$ cat src/rtl/mem_ctrl.sv
// mem_ctrl: single-word RAM access sequencer (IDLE/SETUP/STROBE/DONE); define MEM_CTRL_RANGE_CHK_EN to short-circuit out-of-range requests
module mem_ctrl #(
  parameter int WAIT_CYCLES = 1,
  parameter int NUM_WORDS   = 4
) (
  input  logic       clk,
  input  logic       rst,
  input  logic       req_i,
  input  logic       we_i,
  input  logic [5:0] req_addr_i,
  input  logic [7:0] req_wdata_i,
  output logic [7:0] rdata_o,
  output logic       ack_o,
  output logic       err_o,
  output logic       busy_o,
  output logic [5:0] ram_addr_o,
  output logic [7:0] ram_din_o,
  input  logic [7:0] ram_data_i,
  output logic       ram_read_o,
  output logic       ram_write_o,
  output logic       ram_ena_n_o
);
`ifdef MEM_CTRL_RANGE_CHK_EN
  localparam bit RANGE_CHK = 1'b1;
`else
  localparam bit RANGE_CHK = 1'b0;
`endif
  localparam logic [6:0] NW = 7'(NUM_WORDS);
  localparam logic [3:0] CNT_INIT = 4'(WAIT_CYCLES - 1);
  typedef enum logic [1:0] {IDLE, SETUP, STROBE, DONE} state_t;
  state_t      state_q;
  logic [3:0]  cnt_q;
  logic        we_q;
  logic [7:0]  rdata_q;
  logic        ack_q, err_q, busy_q, read_q, write_q, ena_n_q;
  logic [5:0]  addr_q;
  logic [7:0]  din_q;
  logic        oor;
  assign oor = RANGE_CHK && ({1'b0, req_addr_i} >= NW);
  // Sequencer: every RAM-facing and core-facing output is a flop so the strobes never glitch
  always_ff @(posedge clk or posedge rst)
    if (rst) begin
      state_q <= IDLE;
      cnt_q   <= '0;
      we_q    <= 1'b0;
      rdata_q <= '0;
      ack_q   <= 1'b0;
      err_q   <= 1'b0;
      busy_q  <= 1'b0;
      addr_q  <= '0;
      din_q   <= '0;
      read_q  <= 1'b0;
      write_q <= 1'b0;
      ena_n_q <= 1'b1;
    end else begin
      ack_q <= 1'b0;
      case (state_q)
        IDLE: if (req_i) begin
          addr_q  <= req_addr_i;
          din_q   <= req_wdata_i;
          we_q    <= we_i;
          busy_q  <= 1'b1;
          ack_q   <= oor;
          err_q   <= oor;
          state_q <= oor ? DONE : SETUP;
        end
        SETUP: begin
          ena_n_q <= 1'b0;
          read_q  <= ~we_q;
          write_q <= we_q;
          cnt_q   <= CNT_INIT;
          state_q <= STROBE;
        end
        STROBE: if (cnt_q == 4'd0) begin
          ena_n_q <= 1'b1;
          read_q  <= 1'b0;
          write_q <= 1'b0;
          ack_q   <= 1'b1;
          err_q   <= 1'b0;
          rdata_q <= we_q ? rdata_q : ram_data_i;
          state_q <= DONE;
        end else cnt_q <= cnt_q - 4'd1;
        DONE: begin
          err_q   <= 1'b0;
          busy_q  <= 1'b0;
          state_q <= IDLE;
        end
        default: state_q <= IDLE;
      endcase
    end
  assign rdata_o     = rdata_q;
  assign ack_o       = ack_q;
  assign err_o       = err_q;
  assign busy_o      = busy_q;
  assign ram_addr_o  = addr_q;
  assign ram_din_o   = din_q;
  assign ram_read_o  = read_q;
  assign ram_write_o = write_q;
  assign ram_ena_n_o = ena_n_q;
endmodule

$ cat config.mk
export PLATFORM = sky130hd
export DESIGN_NAME = mem_ctrl
export DESIGN_NICKNAME = d
export VERILOG_FILES = /design/src/rtl/mem_ctrl.sv
export SDC_FILE = /design/constraint.sdc
export NUM_CORES = 1
export LEC_CHECK = 0
export CORE_MARGIN = 2
export CORE_UTILIZATION = 43
export DETAILED_ROUTE_END_ITERATION = 10
export PLACE_DENSITY = 0.81
export SYNTH_ARGS = -nofsm -noshare
export SYNTH_HDL_FRONTEND = slang
export SYNTH_SLANG_ARGS = --single-unit
$ cat constraint.sdc
create_clock -name clk -period 2.6 [get_ports clk]
set_input_delay 0.39 -clock clk [delete_from_list [all_inputs] [get_ports clk]]
set_output_delay 0.39 -clock clk [all_outputs]
set_load 0.005 [all_outputs]
==> impl_metrics.csv <==
group,metric,value,unit
sta,hold_viol_final,0,
yosys,yosys_warnings,0,
yosys,syn_inst,112,
route,drt_iter0_drc,36,
die,core,3310,µm²
die,chipWidth,62.3,µm
yosys,synth_fp_nets,144,
grt,antenna_found_initial,0,
layout,diodes,0,
clock_network,cts_resized,0,
die,rows,21,
layout,fill_cells,286,
yosys,synthTopCellsByArea,"dfrtp_1 (57%), mux2_2 (16%), ha_1 (5.1%)",
grt,grt_usage,16.7,%
layout,drive_above_1_share,18.5,%
die,die_h,62.3,µm
run,maxCapViolCount,0,
clock_network,clockBufferDepth,2,
yosys,syn_avg_cell_area,13.0,µm²
sta,relSlewSlack,59.2,%
critical_path,critPathArrivalTime,2.30,ns
clock_network,insertion_delay,0.33,ns
yosys,ys_ff_latch,34,
placed_design,dpl.hpwl,2280,µm
sta,maxSlewViolCount,0,
sta,tightest_slew,0.611,ns
sta,period_minus_slack,2.09,ns
sta,max_freq,0.480,GHz
sta,finalSetupViolations,0,
yosys,ys_types,25,
pwr,p_leak,0.914,nW
sta,clock_skew,0.00752,ns
yosys,ys.flop_type,"dfrtp_1",
grt,busiest_layer,"met2",
yosys,synthArstFlopShare,100,%
route,drt-pass1-iter-count,4,
critical_path,crit_fanout,8,
yosys,ys_seq_area_share,58.4,%
die,io_pins,54,
yosys,syn-cell-area,1460,µm²
sta,rsz0062_at_grt,"no",
die,start_util,44.1,%
critical_path,worstSetupPathType,"reg2reg",
status,outcome,"finished clean",
grt,met2_usage,26.2,%
clock_network,cts_made_buffers,5,
yosys,synth_top_area_share,56.6,%
route,via_per_inst,4.88,
grt,grt_util_met1,21.1,%
min_path,hold_class,"in2async",
yosys,synth_edf_count,0,
route,wl_per_cell,13.7,µm
clock_network,cts.clk_slew.worst_paths,0.10,ns
route,drc_errors,0,
critical_path,cp.required,2.82,ns
route,ant_nets,0,
grt,grt_pass1_wl,4970,µm
route,via_count,1044,
pwr,p_per_area,1100,nW/µm²
clock_network,cts_root_buf,"clkbuf_4",
clock_network,cts_tree,"done",
placed_design,gp_congestion,0.743,
clock_network,numClockSinks,34,
placed_design,port_buffers,52,
sta,final.period_utilization,80.2,%
layout,final_core_util,64.0,%
layout,layout.nets,200,
pwr,ir_worst_vdd,514,µV
grt,grt_overflow,0,
clock_network,cts_max_level,2,
critical_path,end_kind,"flop",
route,wl,2930,µm
sta,tns,0,ns
grt,grt_pass1_vias,1056,
die,die-area,3880,µm²
grt,use_met3,4.89,%
yosys,synth.most_common_cell,"dfrtp_1",
clock_network,postCtsHoldBufs,0,
grt,grt_max_degree,21,
yosys,synthTopCellsByCount,"dfrtp_1 (33), mux2_2 (21), inv_1 (8)",
yosys,yosysTopAreaCell,"dfrtp_1",
critical_path,cp-start-kind,"flop",
clock_network,cts_setup_buffers,0,
layout,areaGrowthSynthToFinish,45.2,%
area by class of cell:
type	instances	area [µm²]	share of cell area, %
clock inverters	1	30.0	1.42
clock buffers	6	51.3	2.42
flip-flops and latches	34	852	40.2
repair buffers	53	541	25.5
multi-input cells	66	558	26.3
well taps	46	57.6	2.72
inverters	8	30.0	1.42
worst max-delay path, cell delays in order, from the launching register on:
cell	delay [ns]
dfrtp_1	0.39
inv_1	0.11
ha_1	0.20
or3b_1	0.49
nor3_4	0.38
mux2_2	0.39
cells by family (layout without fill, tap and decap cells):
kind of cell	count (synthesis)	in the layout	synth area share, %
AOI/OAI and AO/OA	16	16	6.51
adders and majority gates	6	6	5.14
buffers and inverters	12	68	3.43
DFF	34	34	58.4
muxes	26	26	19.9
other	1	1	0.257
and+or+nand+nor	17	17	6.43
stage by stage:
stage / power, mW / area (µm²) / setup slack [ns] / std cells / hold slack, ns
finish: 2.33 / 2120 / 0.515 / 214 / 0.413
global route: 2.49 / 2120 / 0.401 / 214 / 0.451
CTS: 2.36 / 2120 / 0.505 / 214 / 0.428
detailed placement: 1.97 / 2040 / 0.501 / 207 / 0.473
global placement: 1.92 / 2040 / 0.647 / 207 / 0.469
floorplan: 1.39 / 1460 / 0.739 / 112 / 0.463
cell usage in the layout, fill, tap and decap left out, drive strengths merged:
cell type       n
mux2i           2
o22a            1
dfrtp          33
nor2            3
clkdlybuf4s50  52
dfstp           1
inv             8
a21oi           6
nand2           6
nor2b           2
nor3            2
mux2           24
a32o            1
clkbuf          6
nand3           2
bufinv          1
o211ai          1
o21ai           6
or3b            1
ha              6
conb            1
nor3b           1
o31a            1
buf             1
sequential cells by signal, summed over array words and instances, names as in the netlist:
signal	cells
we_q	1
busy_o	1
ram_read_o	1
state_q	2
ram_ena_n_o	1
ack_o	1
ram_addr_o	6
ram_write_o	1
cnt_q	4
rdata_o	8
ram_din_o	8
layer usage:
metal	up-vias	wire length [µm]	share of wire (%)
met5	-	0	0
met4	0	68	2.3
met3	8	146	5.0
met2	27	1480	50
met1	514	1240	42
li1	495	-	-
power breakdown:
part / leakage (nW) / internal [mW] / switching [mW]
clock network: 0.0443 / 0.224 / 0.163
logic: 0.460 / 0.668 / 0.355
registers: 0.410 / 0.777 / 0.147
path summary, 6_finish.rpt:
kind,from,endpoint,slack [ns],cells after the start
max,cnt_q[0],rdata_o[4],0.51,5
min,rst,ram_addr_o[4],0.41,2
max reg2reg,cnt_q[0],rdata_o[4],0.51,5
min reg2reg,rdata_o[0],rdata_o[0],0.49,1
max in group asynchronous,rst,ram_ena_n_o,1.59,3
min in group clk,rdata_o[0],rdata_o[0],0.49,1
Power figures use the tool's default switching activity.
